==> src/rtl/bcd_mod_counter.sv <==
// Modulo-N BCD counter with synchronous validated load and a one-cycle wrap pulse for cascading.
// Define COUNTER_DOWN_EN to add the up_dn port and BCD down counting with borrow on wrap.
module bcd_mod_counter #(
  parameter int DIGITS  = 2,
  parameter int MODULUS = 60
) (
  input  logic                clk100hz,
  input  logic                rst,
  input  logic                carry_in,
  input  logic                load,
  input  logic [4*DIGITS-1:0] load_val,
`ifdef COUNTER_DOWN_EN
  input  logic                up_dn,
`endif
  output logic [4*DIGITS-1:0] cnt,
  output logic                carry_out,
  output logic                load_err
);

  localparam int          DATA_W = 4 * DIGITS;
  localparam int unsigned MOD_U  = MODULUS;

  function automatic logic [DATA_W-1:0] bin_to_bcd(input int unsigned v);
    logic [DATA_W-1:0] r;
    int unsigned       rem;
    r   = '0;
    rem = v;
    for (int i = 0; i < DIGITS; i++) begin
      r[4*i +: 4] = 4'(rem % 10);
      rem         = rem / 10;
    end
    return r;
  endfunction

  localparam logic [DATA_W-1:0] MAX_BCD = bin_to_bcd(MOD_U - 1);

  // A load is accepted only if every nibble is a decimal digit and the value is in range.
  function automatic logic load_ok(input logic [DATA_W-1:0] v);
    int unsigned acc;
    logic        ok;
    acc = 0;
    ok  = 1'b1;
    for (int i = DIGITS - 1; i >= 0; i--) begin
      if (v[4*i +: 4] > 4'd9) ok = 1'b0;
      acc = acc * 10 + {28'd0, v[4*i +: 4]};
    end
    return ok && (acc < MOD_U);
  endfunction

  function automatic logic [DATA_W-1:0] bcd_inc(input logic [DATA_W-1:0] v);
    logic [DATA_W-1:0] r;
    logic              c;
    r = v;
    c = 1'b1;
    for (int i = 0; i < DIGITS; i++) begin
      if (c) begin
        if (v[4*i +: 4] == 4'd9) begin
          r[4*i +: 4] = 4'd0;
        end else begin
          r[4*i +: 4] = v[4*i +: 4] + 4'd1;
          c           = 1'b0;
        end
      end
    end
    return r;
  endfunction

  function automatic logic [DATA_W-1:0] bcd_dec(input logic [DATA_W-1:0] v);
    logic [DATA_W-1:0] r;
    logic              b;
    r = v;
    b = 1'b1;
    for (int i = 0; i < DIGITS; i++) begin
      if (b) begin
        if (v[4*i +: 4] == 4'd0) begin
          r[4*i +: 4] = 4'd9;
        end else begin
          r[4*i +: 4] = v[4*i +: 4] - 4'd1;
          b           = 1'b0;
        end
      end
    end
    return r;
  endfunction

  logic              count_dn;
  logic [DATA_W-1:0] cnt_nxt;
  logic              carry_nxt;
  logic              err_nxt;

`ifdef COUNTER_DOWN_EN
  assign count_dn = ~up_dn;
`else
  assign count_dn = 1'b0;
`endif

  always_comb begin
    cnt_nxt   = cnt;
    carry_nxt = 1'b0;
    err_nxt   = 1'b0;
    if (load) begin
      if (load_ok(load_val)) cnt_nxt = load_val;
      else                   err_nxt = 1'b1;
    end else if (carry_in) begin
      if (count_dn) begin
        if (cnt == '0) begin
          cnt_nxt   = MAX_BCD;
          carry_nxt = 1'b1;
        end else begin
          cnt_nxt = bcd_dec(cnt);
        end
      end else begin
        if (cnt == MAX_BCD) begin
          cnt_nxt   = '0;
          carry_nxt = 1'b1;
        end else begin
          cnt_nxt = bcd_inc(cnt);
        end
      end
    end
  end

  always_ff @(posedge clk100hz or posedge rst) begin
    if (rst) begin
      cnt       <= '0;
      carry_out <= 1'b0;
      load_err  <= 1'b0;
    end else begin
      cnt       <= cnt_nxt;
      carry_out <= carry_nxt;
      load_err  <= err_nxt;
    end
  end

endmodule

==> config.mk <==
export PLATFORM = sky130hd
export DESIGN_NAME = bcd_mod_counter
export DESIGN_NICKNAME = d
export VERILOG_FILES = /design/src/rtl/bcd_mod_counter.sv
export SDC_FILE = /design/constraint.sdc
export NUM_CORES = 1
export LEC_CHECK = 0
export CORE_MARGIN = 5
export CORE_UTILIZATION = 25
export CTS_CLUSTER_SIZE = 28
export DETAILED_ROUTE_END_ITERATION = 10
export DONT_BUFFER_PORTS = 1
export GPL_ROUTABILITY_DRIVEN = 0
export SETUP_SLACK_MARGIN = 0.4
export SLEW_MARGIN = 30
export SYNTH_ARGS = -nofsm -noshare
export SYNTH_HDL_FRONTEND = slang
export SYNTH_SLANG_ARGS = --single-unit
==> constraint.sdc <==
create_clock -name clk100hz -period 3.9 [get_ports clk100hz]
set_clock_uncertainty 0.2 [all_clocks]
set_input_delay 0.78 -clock clk100hz [delete_from_list [all_inputs] [get_ports clk100hz]]
set_output_delay 0.78 -clock clk100hz [all_outputs]
set_load 0.005 [all_outputs]
Word level (Yosys, flattened, before mapping). Index checks and enable logic that the tools add are counted.

Bits in registers: 10. Logic and storage cells: 39. Input bits: 12.

Mux-type cells: 19. Order comparisons: 3. Eq/ne operators: 4. Add/sub/neg operators: 3. Reductions and logical operators: 5. Multipliers: 1.

Operators by type and width (number): 8-bit 2-to-1 mux (4); 1-bit 2-to-1 mux (12); 4-bit 2-to-1 mux (3); 8-bit by 4-bit adder with 9-bit output (1); 9-bit by 6-bit less-than comparator with 1-bit output, second input constant (1); 4-bit by 1-bit adder with 4-bit output, second input constant (2); 4-bit == test, second input constant (2); 8-bit by 7-bit == test with 1-bit output, second input constant (1); 4-bit > comparator, second input constant (2); 4-bit by 3-bit multiplier with 7-bit output, second input constant (1); 3-bit AND reduction (1); 3-bit nonzero test (1); 2-bit by 1-bit != test with 1-bit output, second input constant (1); 2-bit AND reduction (1); 2-bit nonzero test (1); 1-bit logical AND (1).

Depth between registers and ports, before layout. Gate-level depths: netlist of the first run.

Depth in word-level cells: 9. Mapped depth: 9. Mapped depth without buffers: 8.

Worst setup path after synthesis of the first run. OpenSTA, ideal clock, no wires.

Kind: input port to flip-flop. Start point: input load_val[5]. End point: register cnt[4]. Arrival time: 3101 ps. Cell stages on the path: 9. Slack: 474 ps. Buffers on the path: 1. Cell sequence: ha_1 ha_1 fa_1 nand2_1 o31a_1 or3_1 buf_6 o21a_4 mux2_4.

Longest elaborated chain between the ends: 7.

Ends and longest elaborated chain: from (decl) (RTL line 11) `input logic [4*DIGITS-1:0] load_val,`; parallel branches: the longest is 4 deep, another holds 8-bit by 4-bit adder with 9-bit output; 1-bit logical AND * (RTL line 47) `return ok && (acc < MOD_U);`; 2-bit by 1-bit != test with 1-bit output (no source line) *; 3-bit AND reduction (no source line) *; to (signal assigned) (RTL line 129) `cnt <= cnt_nxt;`; to (decl) (RTL line 15) `output logic [4*DIGITS-1:0] cnt,`.

Every way passes the cells marked *. The select of a mux whose other input is x is not followed. A chain may end at the register's enable or synchronous reset.

Worst setup path after layout of the first run. Ends and elaborated chain as after synthesis.

==> out/metrics.yaml, run 1 <==
max-cap-violations: 0
grt_util_met2_pct: 14.4
hold_violations: 0
crit_path_frequent_cell: "ha_1"
rsz0062_at_grt: "false"
drive_gt1_share_pct: 7.27
core_area_um2: 3630
htree_levels: 1
clk_pin_slew_ns: 0.05
holdWs_ns: 0.207
critPathLaunchType: "input port"
power_leakage_nw: 0.445
cts_root_buf: "clkbuf_8"
use_met1_pct: 10.2
first_iter_violations: 101
drc: 0
startpoint: "load_val[5]"
synth_compound_area_share_pct: 22.8
routed_wl_um: 2280
cts_buffer_depth: 2
post-cts-setup-buffers: 0
grt_antenna_before_repair: 0
portBuffers: 0
synth_area_leader_cell: "dfrtp_1"
drtAntennaViolNets: 0
die_w_um: 71.1
firstDrtPassIters: 4
total_power_uw: 557
crit_arrival_ns: 3.18
synthXorXnorAreaFrac_pct: 1.87
cp-end-kind: "flip-flop"
cp_max_fo: 6
reg2reg_to: "cnt[4]$_DFFE_PP0P_"
async_flop_share_pct: 100
period_share_pct: 83.6
track_usage_pct: 9.03
cp.required_ns: 3.82
yosysMostFrequentCell: "nand2_1"
initial_core_util_pct: 25.7
syn_nets: 132
synth.distinct_cells: 34
layout_setup_ws_ns: 0.638
ir_worst_vdd_mv: 0.104
area_growth_pct: 10.7
synth_top_family_by_area: "compound AO/OA/AOI/OAI gates"
crit_slowest_cell: "fa_1"
hpwlAfterDp_um: 1910
yosys-mux-area-fraction_pct: 4.28
top_usage_layer: "met2"
grt_max_degree: 16
die-area_um2: 5060
pin_count: 22
die_h_um: 71.1
min_period_ns: 3.26
first_global_vias: 789
cts_sinks: 10
place_ws_ns: 0.387
slew_headroom_pct: 62.6
crit_end: "cnt[4]$_DFFE_PP0P_"
yosys.area.top_type_share_pct: 26.8
hp-class: "input port to asynchronous set/reset pin"
synthAdderAreaFrac_pct: 17.7
synth.area.top_cells: "dfrtp_1, ha_1, nand2_1"
cts_tree: "built"
reg2reg_depth: 7
clk_latency_ns: 0.24
met3_usage_pct: 4.12
viasPerCell: 5.44
ys_ff_latch: 10
syn_inst: 108
timing.fmax_ghz: 0.307
synthFlopType: "dfrtp_1"
num_rows: 22
yosysWarningCount: 0
overflow: 0
synthTopCellsByCount: "nand2_1, dfrtp_1, ha_1"
vias: 859
cts_resized: 0
setup_viol: 0
nets: 135
cts_made_buffers: 3
synth_area_per_cell_um2: 8.65
p_per_area_nw_per_um2: 538
grt_first_pass_wirelength_um: 3660
reg2reg_from: "cnt[1]$_DFFE_PP0P_"
synth_simple_gate_area_share_pct: 21.8
wire_per_inst_um: 14.4
path_cells: "ha_1 -> ha_1 -> fa_1 -> nand2_1 -> o31a_1 -> or3_1 -> o21a_4 -> mux2_4"
diodes: 0
critical_path_class: "input port to flip-flop"
yosysSeqAreaShare_pct: 26.8
slew_viol_final: 0
status: "finished clean"
holdBufCountCts: 0
utilization_pct: 28.5
max_stage_delay_ns: 0.53
synth_edf_count: 0
worst_pin_slew_ns: 0.560
ff2ff_setup_slack_ns: 1.95
synth_area_um2: 935
final.setup.tns_ns: 0
==> cells by family after synthesis <==
family | after synthesis
xor gates and xnor gates | 2
adders and majority gates | 12
muxes | 3
DFF | 10
AOI/OAI and AO/OA | 29
and+or+nand+nor | 42
buffers and inverters | 10
==> per-layer routing <==
metal  part of all wire (%)  wire length [um]
met2                     46              1040
met1                     40               909
met4                    1.8                40
met5                      0                 0
met3                     13               289
==> registers in the layout, summed over array words and instances, names as in the netlist <==
| register | count |
|---|---|
| cnt | 8 |
| carry_out | 1 |
| load_err | 1 |
==> worst min-delay path by stage <==
stage                           to  slack, ns
2_1_floorplan  carry_out$_DFF_PP0_       0.33
3_3_place_gp   carry_out$_DFF_PP0_       0.38
3_5_place_dp   carry_out$_DFF_PP0_       0.40
4_1_cts         cnt[2]$_DFFE_PP0P_       0.22
5_1_grt         cnt[2]$_DFFE_PP0P_       0.24
6_report        cnt[2]$_DFFE_PP0P_       0.21
==> final cells by class <==
| type | count | area (um^2) |
|---|---|---|
| fill | 403 | 2600 |
| inverter | 8 | 30.0 |
| tap | 48 | 60.1 |
| clock buffer | 4 | 55.1 |
| multi-input combinational | 88 | 639 |
| sequential | 10 | 250 |
==> placed cells by master, fill, tap and decap left out <==
master,count
mux2_4,2
o21ai_0,6
nand2b_1,1
nand3_1,4
nor2_1,8
o21a_4,1
nor4bb_1,1
nand4_1,3
a41oi_1,1
clkbuf_8,4
nor3_1,6
o22ai_1,2
or3_1,2
fa_1,2
nand2_1,14
a21o_1,1
o221a_2,1
a2111oi_1,1
nand4b_1,1
o221ai_1,3
o31a_1,1
o31ai_1,1
mux2i_1,1
dfrtp_1,10
a31oi_1,2
nand3b_1,2
xor2_1,2
ha_1,10
a21oi_1,3
a32oi_1,2
a211oi_1,2
a22oi_1,2
inv_1,8
==> through the flow <==
stage,std cells,cell area (um^2)
floorplan,108,935
global placement,154,980
detailed placement,154,980
CTS,158,1030
global route,158,1030
finish,158,1030
==> power by group <==
group | internal, mW | switching, mW
Combinational | 0.102 | 0.104
Sequential | 0.143 | 0.0774
Clock | 0.0888 | 0.0419
Total | 0.333 | 0.224
==> worst max-delay path: cells and delay by family <==
family	cells	cell delay, ns
AO/OA/AOI/OAI	2	0.56
multiplexers	1	0.29
AND/OR/NAND/NOR	2	0.52
adder cells (fa/ha/maj)	3	1.02
No activity file was read; power rests on OpenSTA's default activity.
==> inputs of run 2 (changes only) <==
clock period = 3.1 ns   (was 3.9 ns; I/O delays follow)
==> out/metrics.yaml, run 2 (synthesis results as in run 1) <==
total_power_uw: 699  # +25%
critPathTopFamily: "adder cells"
portBuffers: 0  # unchanged
largest_register_ffs: 8  # unchanged
ir_worst_vdd_mv: 0.135  # +29%
clk_pin_slew_ns: 0.05  # about the same
die_h_um: 71.1  # unchanged
startpoint: "load_val[5]"
first_global_vias: 897  # +14%
cp.required_ns: 3.02  # -0.80 ns
timing.fmax_ghz: 0.356
initial_core_util_pct: 25.7  # unchanged
holdBufCountCts: 0  # unchanged
clk_latency_ns: 0.24  # about the same
wire_per_inst_um: 15.3  # +5.9%
worst_pin_slew_ns: 0.397  # -0.163 ns
rsz0062_at_grt: "true"
setup_viol: 0  # unchanged
final.setup.tns_ns: 0  # unchanged
cts_tree: "built"
vias: 866  # +0.81%
ff2ff_setup_slack_ns: 1.12  # -0.83 ns
worst-path-buf-inv: 0  # unchanged
die-area_um2: 5060  # unchanged
finalNonFillerCells: 163  # +3.2%
drtAntennaViolNets: 0  # unchanged
reg2reg_to: "cnt[4]$_DFFE_PP0P_"
slew_viol_final: 0  # unchanged
track_usage_pct: 10.8  # +1.8 points
nets: 141  # +4.4%
numPlacedInstances: 159  # +3.2%
cp-end-kind: "flip-flop"
max_stage_delay_ns: 0.54  # about the same
cp_max_fo: 4  # -2
most-common-layout-cells: "nand2_1, dfrtp_1, inv_1, nor2_1, ha_1"
reg2reg_from: "cnt[1]$_DFFE_PP0P_"
reg2reg_depth: 7  # unchanged
slew_headroom_pct: 73.5  # +11 points
cts_made_buffers: 3  # unchanged
regMostFlops: "cnt"
top_regs: "cnt: 8 flops, carry_out: 1 flops, load_err: 1 flops"
grt_antenna_before_repair: 0  # unchanged
first_iter_violations: 94  # -6.9%
critical_path_class: "input port to flip-flop"
grt_first_pass_wirelength_um: 4320  # +18%
grt_max_degree: 16  # unchanged
core_area_um2: 3630  # unchanged
p_per_area_nw_per_um2: 619  # +15%
cts_root_buf: "clkbuf_8"
cts_sinks: 10  # unchanged
overflow: 0  # unchanged
hold_violations: 0  # unchanged
pin_count: 22  # unchanged
crit_slowest_cell: "fa_1"
power_leakage_nw: 0.474  # +6.5%
holdWs_ns: 0.0515  # -0.156 ns
critPathLaunchType: "input port"
crit_path_frequent_cell: "ha_4"
mostFrequentLayoutCell: "nand2_1"
hp-class: "input port to asynchronous set/reset pin"
path_cells: "ha_4 -> ha_4 -> fa_1 -> nand2_2 -> o31a_1 -> or3_4 -> o21a_4 -> mux2_4"
die_w_um: 71.1  # unchanged
drc: 0  # unchanged
cts_buffer_depth: 2  # unchanged
period_share_pct: 90.7
max-cap-violations: 0  # unchanged
htree_levels: 1  # unchanged
crit_arrival_ns: 2.73  # -0.45 ns
routed_wl_um: 2490  # +9.3%
hpwlAfterDp_um: 2030  # +5.9%
viasPerCell: 5.31  # -2.3%
num_rows: 22  # unchanged
area_growth_pct: 20.7
status: "finished clean"
drive_gt1_share_pct: 20.0  # +13 points
min_period_ns: 2.81
firstDrtPassIters: 4  # unchanged
utilization_pct: 31.1  # +2.6 points
diodes: 0  # unchanged
-- run 2: changes by cell type in the layout (fill, tap and decap cells not counted), sizes merged --
cell	previous run	this run
clkbuf	4	3
buf	0	6
-- run 2: how the worst max path moves through the flow --
stage	endpoint	slack [ns]	depth (start not counted)
after CTS	cnt[4]$_DFFE_PP0P_	0.31	8
final	cnt[4]$_DFFE_PP0P_	0.29	8
after global routing	cnt[4]$_DFFE_PP0P_	0.25	8
after detailed placement	cnt[1]$_DFFE_PP0P_	-0.02	9
after global placement	cnt[4]$_DFFE_PP0P_	0.02	8
after floorplan	cnt[4]$_DFFE_PP0P_	-0.03	9
-- run 2: cell type report --
class | count | area [um^2]
timing repair buffer | 6 | 45.0
clock buffer | 3 | 41.3
multi-input combinational | 88 | 702
tap | 48 | 60.1
inverter | 8 | 30.0
sequential | 10 | 250
fill | 392 | 2500
-- run 2: per-layer routing --
metal | part of all wire, % | track usage [%] | up-vias
li1 | - | - | 426
met1 | 42 | 13.5 | 402
met2 | 45 | 16.4 | 33
met3 | 10 | 3.27 | 5
met4 | 2.5 | 6.26 | 0
met5 | 0 | 0 | -
-- run 2: per-stage QoR --
stage | area, um^2 | setup WS [ns]
5_1_grt | 1130 | 0.246
3_3_place_gp | 1040 | 0.0152
4_1_cts | 1120 | 0.307
6_report | 1130 | 0.288
2_1_floorplan | 960 | -0.0299
3_5_place_dp | 1040 | -0.0228
-- run 2: power breakdown --
| part | internal [mW] | switching (mW) | total, mW |
|---|---|---|---|
| logic | 0.147 | 0.142 | 0.289 |
| clock network | 0.0849 | 0.0491 | 0.134 |
| registers | 0.180 | 0.0963 | 0.276 |
| total | 0.412 | 0.287 | 0.699 |
-- run 2: repair_timing --
item	4_1_cts	5_1_grt
endpoints found under the setup margin	8	8
pin swaps	1	0
buffers inserted	1	0
gates resized for setup	6	5
